==> config.mk <==
export PLATFORM = sky130hd
export DESIGN_NAME = divider_bank
export DESIGN_NICKNAME = d
export VERILOG_FILES = /design/src/rtl/divider_pkg.sv /design/src/rtl/divider_channel.sv /design/src/rtl/divider_bank.sv
export SDC_FILE = /design/constraint.sdc
export NUM_CORES = 1
export LEC_CHECK = 0
export CAP_MARGIN = 15
export CORE_ASPECT_RATIO = 1.75
export CORE_MARGIN = 2
export CORE_UTILIZATION = 60
export CTS_CLUSTER_DIAMETER = 100
export DETAILED_ROUTE_END_ITERATION = 6
export GPL_ROUTABILITY_DRIVEN = 1
export PLACE_DENSITY = 0.88
export SYNTH_ARGS = -nofsm -noshare
export SYNTH_HDL_FRONTEND = slang
export SYNTH_SLANG_ARGS = --single-unit
==> constraint.sdc <==
create_clock -name clk -period 10.7 [get_ports clk]
set_input_delay 2.14 -clock clk [delete_from_list [all_inputs] [get_ports clk]]
set_output_delay 2.14 -clock clk [all_outputs]
set_load 0.01 [all_outputs]
==> src/rtl/divider_pkg.sv <==
// divider_pkg: shared constants and ratio helpers for the divider_bank channels.
package divider_pkg;

    localparam int MAX_CH = 16;

    // Ratios below 2 cannot produce a square wave, so they run as divide-by-2.
    function automatic int unsigned eff_div(input int unsigned d);
        return (d < 32'd2) ? 32'd2 : d;
    endfunction

    // Legacy cascade default: channel ch divides by 2^(ch+1), wrapped to cnt_w bits.
    function automatic int unsigned reset_div(input int ch, input int cnt_w);
        if ((ch + 1) >= cnt_w || (ch + 1) >= 32) begin
            return 32'd0;
        end
        return 32'd1 << (ch + 1);
    endfunction

endpackage

==> src/rtl/divider_channel.sv <==
// divider_channel: one programmable clock-enable divider with a shadowed ratio.
// The end-of-period tick flop exists only when DIVIDER_TICK_EN is defined.
module divider_channel
    import divider_pkg::*;
#(
    parameter int               CNT_W   = 16,
    parameter logic [CNT_W-1:0] RST_DIV = CNT_W'(2)
) (
    input  logic             clk,
    input  logic             rst_n,
    input  logic             i_wr,
    input  logic             i_wr_en,
    input  logic [CNT_W-1:0] i_wr_div,
    output logic             o_pend,
    output logic             o_div,
    output logic             o_tick
);

    logic [CNT_W-1:0] r_cnt;
    logic [CNT_W-1:0] r_div_a;
    logic [CNT_W-1:0] r_div_s;
    logic             r_pend;
    logic             r_en;
    logic             r_div;

    logic [CNT_W-1:0] w_de;
    logic             w_wrap;
    logic [CNT_W-1:0] w_cnt_n;
    logic [CNT_W-1:0] w_div_a_n;
    logic [CNT_W-1:0] w_div_s_n;
    logic             w_pend_n;
    logic             w_en_n;
    logic [CNT_W-1:0] w_de_n;
    logic [CNT_W-1:0] w_h_n;
    logic             w_div_n;

    assign w_de   = CNT_W'(eff_div(32'(r_div_a)));
    assign w_wrap = r_en && (r_cnt == w_de - CNT_W'(1));

    // Counting first, then the accepted write; a write on the wrap edge
    // therefore arms the shadow for the period after the one just starting.
    always_comb begin
        w_cnt_n   = r_cnt;
        w_div_a_n = r_div_a;
        w_div_s_n = r_div_s;
        w_pend_n  = r_pend;
        w_en_n    = r_en;
        if (r_en) begin
            if (w_wrap) begin
                w_cnt_n = '0;
                if (r_pend) begin
                    w_div_a_n = r_div_s;
                    w_pend_n  = 1'b0;
                end
            end else begin
                w_cnt_n = r_cnt + CNT_W'(1);
            end
        end
        if (i_wr) begin
            if (!i_wr_en) begin
                w_en_n    = 1'b0;
                w_cnt_n   = '0;
                w_pend_n  = 1'b0;
                w_div_a_n = i_wr_div;
            end else if (!r_en) begin
                w_en_n    = 1'b1;
                w_cnt_n   = '0;
                w_div_a_n = i_wr_div;
            end else begin
                w_div_s_n = i_wr_div;
                w_pend_n  = 1'b1;
            end
        end
    end

    // Outputs are registered from next-state values so they line up with r_cnt.
    assign w_de_n  = CNT_W'(eff_div(32'(w_div_a_n)));
    assign w_h_n   = w_de_n >> 1;
    assign w_div_n = w_en_n && (w_cnt_n >= (w_de_n - w_h_n));

    always_ff @(posedge clk or negedge rst_n) begin
        if (!rst_n) begin
            r_cnt   <= '0;
            r_div_a <= RST_DIV;
            r_div_s <= RST_DIV;
            r_pend  <= 1'b0;
            r_en    <= 1'b1;
            r_div   <= 1'b0;
        end else begin
            r_cnt   <= w_cnt_n;
            r_div_a <= w_div_a_n;
            r_div_s <= w_div_s_n;
            r_pend  <= w_pend_n;
            r_en    <= w_en_n;
            r_div   <= w_div_n;
        end
    end

`ifdef DIVIDER_TICK_EN
    logic r_tick;
    logic w_tick_n;

    assign w_tick_n = w_en_n && (w_cnt_n == w_de_n - CNT_W'(1));

    always_ff @(posedge clk or negedge rst_n) begin
        if (!rst_n) begin
            r_tick <= 1'b0;
        end else begin
            r_tick <= w_tick_n;
        end
    end

    assign o_tick = r_tick;
`else
    assign o_tick = 1'b0;
`endif

    assign o_pend = r_pend;
    assign o_div  = r_div;

endmodule

==> src/rtl/divider_bank.sv <==
// divider_bank: N_CH programmable clock-enable dividers behind one config port.
// Define DIVIDER_TICK_EN to build the per-channel end-of-period tick strobes.
module divider_bank
    import divider_pkg::*;
#(
    parameter  int N_CH  = 8,
    parameter  int CNT_W = 16,
    localparam int CH_W  = (N_CH > 1) ? $clog2(N_CH) : 1
) (
    input  logic             clk,
    input  logic             rst_n,
    input  logic             cfg_valid,
    output logic             cfg_ready,
    input  logic [CH_W-1:0]  cfg_ch,
    input  logic [CNT_W-1:0] cfg_div,
    input  logic             cfg_en,
    output logic [N_CH-1:0]  div_out,
    output logic [N_CH-1:0]  tick_out
);

    logic [N_CH-1:0] w_pend;
    logic [N_CH-1:0] w_wr;
    logic            w_ch_ok;
    logic            w_accept;

    // Handshake: a write transfers on any edge where cfg_valid && cfg_ready.
    // cfg_ready drops only while the addressed channel holds an unapplied
    // ratio; writes to channels beyond N_CH are always taken and dropped.
    assign w_ch_ok   = (int'(cfg_ch) < N_CH);
    assign cfg_ready = w_ch_ok ? !w_pend[cfg_ch] : 1'b1;
    assign w_accept  = cfg_valid && cfg_ready;

    for (genvar gi = 0; gi < N_CH; gi++) begin : g_ch
        assign w_wr[gi] = w_accept && w_ch_ok && (int'(cfg_ch) == gi);

        divider_channel #(
            .CNT_W   (CNT_W),
            .RST_DIV (CNT_W'(reset_div(gi, CNT_W)))
        ) u_ch (
            .clk      (clk),
            .rst_n    (rst_n),
            .i_wr     (w_wr[gi]),
            .i_wr_en  (cfg_en),
            .i_wr_div (cfg_div),
            .o_pend   (w_pend[gi]),
            .o_div    (div_out[gi]),
            .o_tick   (tick_out[gi])
        );
    end

endmodule

* Word level (Yosys, flattened, before mapping)
Cells that the tools add are included.
Word-level totals: input bits 23, output and inout port bits 17, word-level logic and storage cells 302, flip-flop bits (word level) 408
Operators by class: reductions and logical operators 35, order comparisons 25, equal/unequal tests 15, $add $sub $neg 24, muxes and demuxes 155
Operators by type and width (number):
- 16-bit two-way mux | 104
- 16-bit by 2-bit < comparator with 1-bit output (second input constant) | 16
- 16-bit by 1-bit adder with 16-bit output (second input constant) | 8
- 16-bit equality test | 8
- 16-bit >= comparator | 8
- 16-bit by 1-bit subtractor with 16-bit output (second input constant) | 8
- 16-bit by 15-bit subtractor with 16-bit output | 8
- 1-bit two-way mux | 50
- 1-bit logical AND | 25
- 3-bit AND reduction | 8
- 3-bit equality test (second input constant) | 4
- 3-bit by 2-bit equality test with 1-bit output (second input constant) | 2
- 3-bit by 4-bit < comparator with 1-bit output (second input constant) | 1
- 1-bit binary-select mux with 3-bit select | 1
- 3-bit by 1-bit equality test with 1-bit output (second input constant) | 1
- 3-bit zero test | 1
- 1-bit zero test | 1

* Logic depth before layout (Yosys ltp)
word-level depth 15, gate-level depth with buffers 42, mapped depth without buffers 41

* Hierarchy
A second synthesis with hierarchy kept.
Second synthesis, totals: cells, all modules 4092, area, all modules 35215.0 um^2
Modules (own cells, without submodules):
- divider_channel at g_ch[0].u_ch ... | area each 4418.0 um^2, cells each 516, instances 6, seq. area each 1280.0 um^2
- divider_channel at g_ch[7].u_ch | area each 4411.7 um^2, cells each 501, instances 1, seq. area each 1280.0 um^2
- divider_channel at g_ch[2].u_ch | area each 4164.0 um^2, cells each 478, instances 1, seq. area each 1280.0 um^2
- divider_bank | area each 131.4 um^2, cells each 17, instances 1, seq. area each 0.0 um^2

* Worst setup path before layout
OpenSTA, ideal clock, no wires.
path kind register to register, start point reg g_ch[7].u_ch.r_div_a[11], end point reg g_ch[7].u_ch.r_div, path buffers 0, arrival 8.513 ns, clock period less this slack 8.642 ns, stages on the path, launching flop included 41, setup time 0.129 ns, slack 2.058 ns, data required time 10.571 ns, path through dfrtp_1 nor4_1 nand4_1 o21ai_0 ha_1 or3b_1 nor3_2 xor2_1 a31oi_1 or4_1 nor3_4 mux2i_1 nor2_1 a21oi_1 ha_1 nand4b_1 mux2_2 a211o_1 (+5 left out) nor4b_1 o21ai_1 nand2_1 xnor2_1 ha_1 a21o_1 a21o_1 a21o_1 a21o_1 a21o_1 a21o_1 a21o_1 a21o_1 a21o_1 a21o_1 a21o_1 a21oi_1 o21ai_0
On the way: word-level cells in the longest chain between the ends 15, elaborated cells between the ends (all ways) 21, classes of those cells 2 x add/sub; 3 x order compare; 1 x eq/ne; 13 x mux; 2 x reduce/logical
Ends and longest elaborated chain:
- start: declaration | line divider_channel.sv:20 | logic [CNT_W-1:0] r_div_a;
- start signal: assignment | line divider_channel.sv:91 | r_div_a <= w_div_a_n;
- 16-bit by 2-bit < comparator with 1-bit output | line divider_pkg.sv:8 | return (d < 32'd2) ? 32'd2 : d;
- 16-bit two-way mux | line divider_pkg.sv:8
- 16-bit by 1-bit subtractor with 16-bit output | line divider_channel.sv:38 | assign w_wrap = r_en && (r_cnt == w_de - CNT_W'(1));
- 16-bit equality test | line divider_channel.sv:38
- 1-bit logical AND | line divider_channel.sv:38
- 16-bit two-way mux | line divider_channel.sv:49 | if (w_wrap) begin
- 16-bit two-way mux | line divider_channel.sv:48 | if (r_en) begin
- 16-bit two-way mux | line divider_channel.sv:65 | end else if (!r_en) begin
- 16-bit two-way mux | line divider_channel.sv:60 | if (!i_wr_en) begin
- 16-bit two-way mux | line divider_channel.sv:59 | if (i_wr) begin
- 16-bit by 2-bit < comparator with 1-bit output | line divider_pkg.sv:8
- 16-bit two-way mux | line divider_pkg.sv:8
- 16-bit by 15-bit subtractor with 16-bit output | line divider_channel.sv:79 | assign w_div_n = w_en_n && (w_cnt_n >= (w_de_n - w_h_n));
- 16-bit >= comparator (*) | line divider_channel.sv:79
- 1-bit logical AND (*) | line divider_channel.sv:79
- net g_ch[7].u_ch.w_div_n | line divider_channel.sv:35 | logic w_div_n;
- end signal: assignment | line divider_channel.sv:95 | r_div <= w_div_n;
- end: declaration | line divider_channel.sv:24 | logic r_div;
The timed path passes the listed nets; every way through them passes the cells marked *. A chain may end at the register's enable or synchronous reset.

* Final worst setup path
start point reg g_ch[7].u_ch.r_div_a[15], end point reg g_ch[7].u_ch.r_div
Same word-level chain as after synthesis.

==> impl_metrics.yaml <==
setup_path:
  cp-end-kind: "flip-flop"
  critPathMaxStageDelay_ns: 0.65
  required_ns: 11.12
  crit_slowest_cell: "or4_1"
  cp-start-kind: "flip-flop"
  crit_fanout: 7
  path_common_cell: "a21o_1"
  arrival_ns: 10.46
  crit_type: "reg -> reg"
drt:
  drtAntennaViolNets: 0
  routedWlPerCell_um: 21.4
  routed_wl_um: 94800
  route.detailed.drc: 0
  dr_total_vias: 29219
  viasPerCell: 6.58
  first_pass_iters: 6
  drt_iter0_markers: 2150
global_routing:
  top_usage_layer: "met2"
  grt_pass1_wl_um: 151000
  gr-total-overflow: 0
  grt_pass1_vias: 29549
  grt.met3_usage_pct: 5.29
  grt_max_degree: 161
  met1_usage_pct: 34.1
  antenna_found_initial: 1
  track_usage_pct: 33.0
  met2_usage_pct: 58.4
placement:
  hpwl_um: 70200
  io_buffers: 31
  gp_congestion: 0.976
sta:
  fin_worst_skew_ns: 0.0253
  rsz0062_at_grt: "false"
  setup_viol: 0
  hold_viol_final: 0
  whs_ns: 0.509
  tns_ns: 0
  fmax_mhz: 99.7
  worst_slew_pin_slew_ns: 1.15
  finalCriticalPeriod_ns: 10.03
  slew_violations: 0
  min_period_over_period_pct: 93.8
  slew_headroom_pct: 22.3
finish:
  antennaDiodeCount: 0
  nNetsFinal: 4002
  utilization_pct: 65.1
  drive_gt1_share_pct: 9.87
  area_growth_pct: 7.36
power_and_ir_drop:
  total_power_mw: 8.09
  power.density_nw_per_um2: 229
  p_comb_share_pct: 51.0
  clkPwrFrac_pct: 19.6
  p_leak_nw: 16.8
  p_int_mw: 4.60
  power_frac_seq_pct: 29.4
  switchingPower_mw: 3.49
  ir_drop_mv: 0.122
  p_sw_share_pct: 43.1
floorplan:
  core.rowCount: 113
  fp.dieH_um: 314
  die-width_um: 181
  start_util_pct: 60.7
  core_area_um2: 54300
  die-area_um2: 56800
  ios: 40
synthesis:
  synth_flop_cell: "dfrtp_1"
  syn_inst: 3739
  synth_top_area_share_pct: 29.2
  syn_area_um2: 32900
  ys_seq_area_share_pct: 31.1
  ys_ff_latch: 408
  async_reset_ff_share_pct: 100
  yosys-top-cells-area: "dfrtp_1, ha_1, xor2_1"
  synth_edf_count: 0
  yosysWarnings: 0
  yosysUniqueCellTypes: 121
  avgSynthCellArea_um2: 8.81
  yosysTopAreaCell: "dfrtp_1"
flow_run:
  max-cap-violations: 0
clocking:
  post_cts_buffers: 0
  htreeDepth: 2
  postCtsHoldBufs: 0
  cts_buffers: 41
  cts_buffer_depth: 3
  cts_sinks: 408
  cts_resized: 0
  cts-root-buf: "clkbuf_16"
  path_clk_slew_ns: 0.07
  clock_latency_ns: 0.57
  cts_tree: "done"
hold_path:
  min_path_type: "reg -> reg"
run_status:
  status: "completed"
stage by stage:
| step | worst slack (ns) | instance area (µm²) | instances |
|---|---|---|---|
| 6_report | 0.666 | 35400 | 4438 |
| 5_1_grt | 0.0766 | 35400 | 4438 |
| 4_1_cts | 0.731 | 35300 | 4436 |
| 3_5_place_dp | 0.789 | 33900 | 4360 |
| 3_3_place_gp | 0.854 | 33900 | 4360 |
| 2_1_floorplan | 2.06 | 33000 | 3746 |
synthesized netlist by cell type (all sizes together) (48+ instances only):
master	count
o21ai	194
nand3	102
nor2	321
xnor2	162
and3	48
clkbuf	125
nor4	53
mux2i	80
nor3	79
nand2b	52
a21oi	113
nand2	327
dfrtp	384
xor2	197
o211ai	48
ha	264
mux2	136
a21o	133
inv	211
a31oi	67
nand4	92
logic make-up after synthesis:
logic type | share of synthesized area (%)
AO/OA/AOI/OAI | 16.7
XOR/XNOR | 9.69
adder cells (fa/ha/maj) | 10.0
buffers and inverters | 4.48
flip-flops | 31.1
multiplexers | 7.22
other | 0.0114
AND/OR/NAND/NOR | 20.8
per-layer routing:
layer  part of all wire (%)  wire (µm)
met1                     35      33200
met2                     49      46700
met3                    6.1       5790
met4                    9.6       9120
met5                  0.014         13
state kept, by name (all words and copies together), names as in the netlist, named ones only:
signal,count
g_ch.u_ch.o_div,8
g_ch.u_ch.r_cnt,128
g_ch.u_ch.r_div_a,128
g_ch.u_ch.r_div_s,128
g_ch.u_ch.r_en,8
area by class of cell:
| cell class | count | area, µm² |
|---|---|---|
| Multi-Input combinational cell | 2968 | 21300 |
| Fill cell | 4375 | 18900 |
| Sequential cell | 408 | 10200 |
| Clock buffer | 59 | 1230 |
| Tap cell | 690 | 863 |
| Inverter | 213 | 802 |
| Timing Repair Buffer | 83 | 718 |
| Clock inverter | 17 | 229 |
placed cells by master, fill, tap and decap left out, types with 13 or more instances in the layout:
cell             synthesis  final
dfrtp_1                384    384
mux2_2                 135    135
o31ai_1                 28     28
or4_1                   26     26
o211ai_1                46     46
a21oi_1                112    110
o21ai_1                 17     17
clkbuf_16                0     43
ha_1                   264    264
o22ai_1                 14     14
buf_4                   16     50
nor4_1                  45     44
nor2b_1                 35     35
and3_1                  48     48
nand4_1                 91     91
nand3_1                 99     99
xor2_1                 197    197
and4_1                  13     13
clkdlybuf4s50_1          0     30
o21a_1                  27     27
inv_1                  210    210
nor3_1                  72     71
dfstp_2                 24     24
mux2i_1                 80     80
o21bai_1                16     16
xnor2_1                162    162
or2_2                   17     17
a21o_1                 133    133
o21ai_0                176    176
nand2_1                327    327
nand2b_1                51     51
a211oi_1                14     14
and2_1                  25     25
nand3b_1                20     20
o41ai_1                 13     13
nor2_1                 321    321
or3_1                   35     35
a31oi_1                 66     66
worst max-delay path, delay by kind of cell (launching register included):
family | cells | cell delay, ns
AOI/OAI and AO/OA | 18 | 3.69
and+or+nand+nor | 12 | 3.59
adders and majority gates | 5 | 1.29
muxes | 2 | 0.53
DFF | 1 | 0.45
xor gates and xnor gates | 2 | 0.28
buffers and inverters | 1 | 0.06
power by group through the flow:
stage / registers [mW] / logic, mW / clock network, mW
after floorplan: 2.14 / 3.22 / 0
after global placement: 2.36 / 3.91 / 0
after detailed placement: 2.38 / 4.04 / 0
after CTS: 2.35 / 4.08 / 1.60
after global routing: 2.41 / 4.60 / 1.65
final: 2.38 / 4.12 / 1.59
final timing paths:
check	from	endpoint	slack (ns)	depth (start not counted)
worst max-delay path	g_ch[7].u_ch.r_div_a[15]$_DFF_PN0_	g_ch[7].u_ch.o_div$_DFF_PN0_	0.67	40
worst min-delay path	g_ch[2].u_ch.r_div_s[5]$_DFFE_PN0P_	g_ch[2].u_ch.r_div_s[5]$_DFFE_PN0P_	0.51	1
worst max register to register	g_ch[7].u_ch.r_div_a[15]$_DFF_PN0_	g_ch[7].u_ch.o_div$_DFF_PN0_	0.67	40
worst min register to register	g_ch[2].u_ch.r_div_s[5]$_DFFE_PN0P_	g_ch[2].u_ch.r_div_s[5]$_DFFE_PN0P_	0.51	1
max in group asynchronous	rst_n	g_ch[2].u_ch.r_cnt[13]$_DFF_PN0_	7.45	2
min in group asynchronous	rst_n	g_ch[7].u_ch.r_div_s[10]$_DFFE_PN0P_	1.65	1
Power figures use the tool's default switching activity.
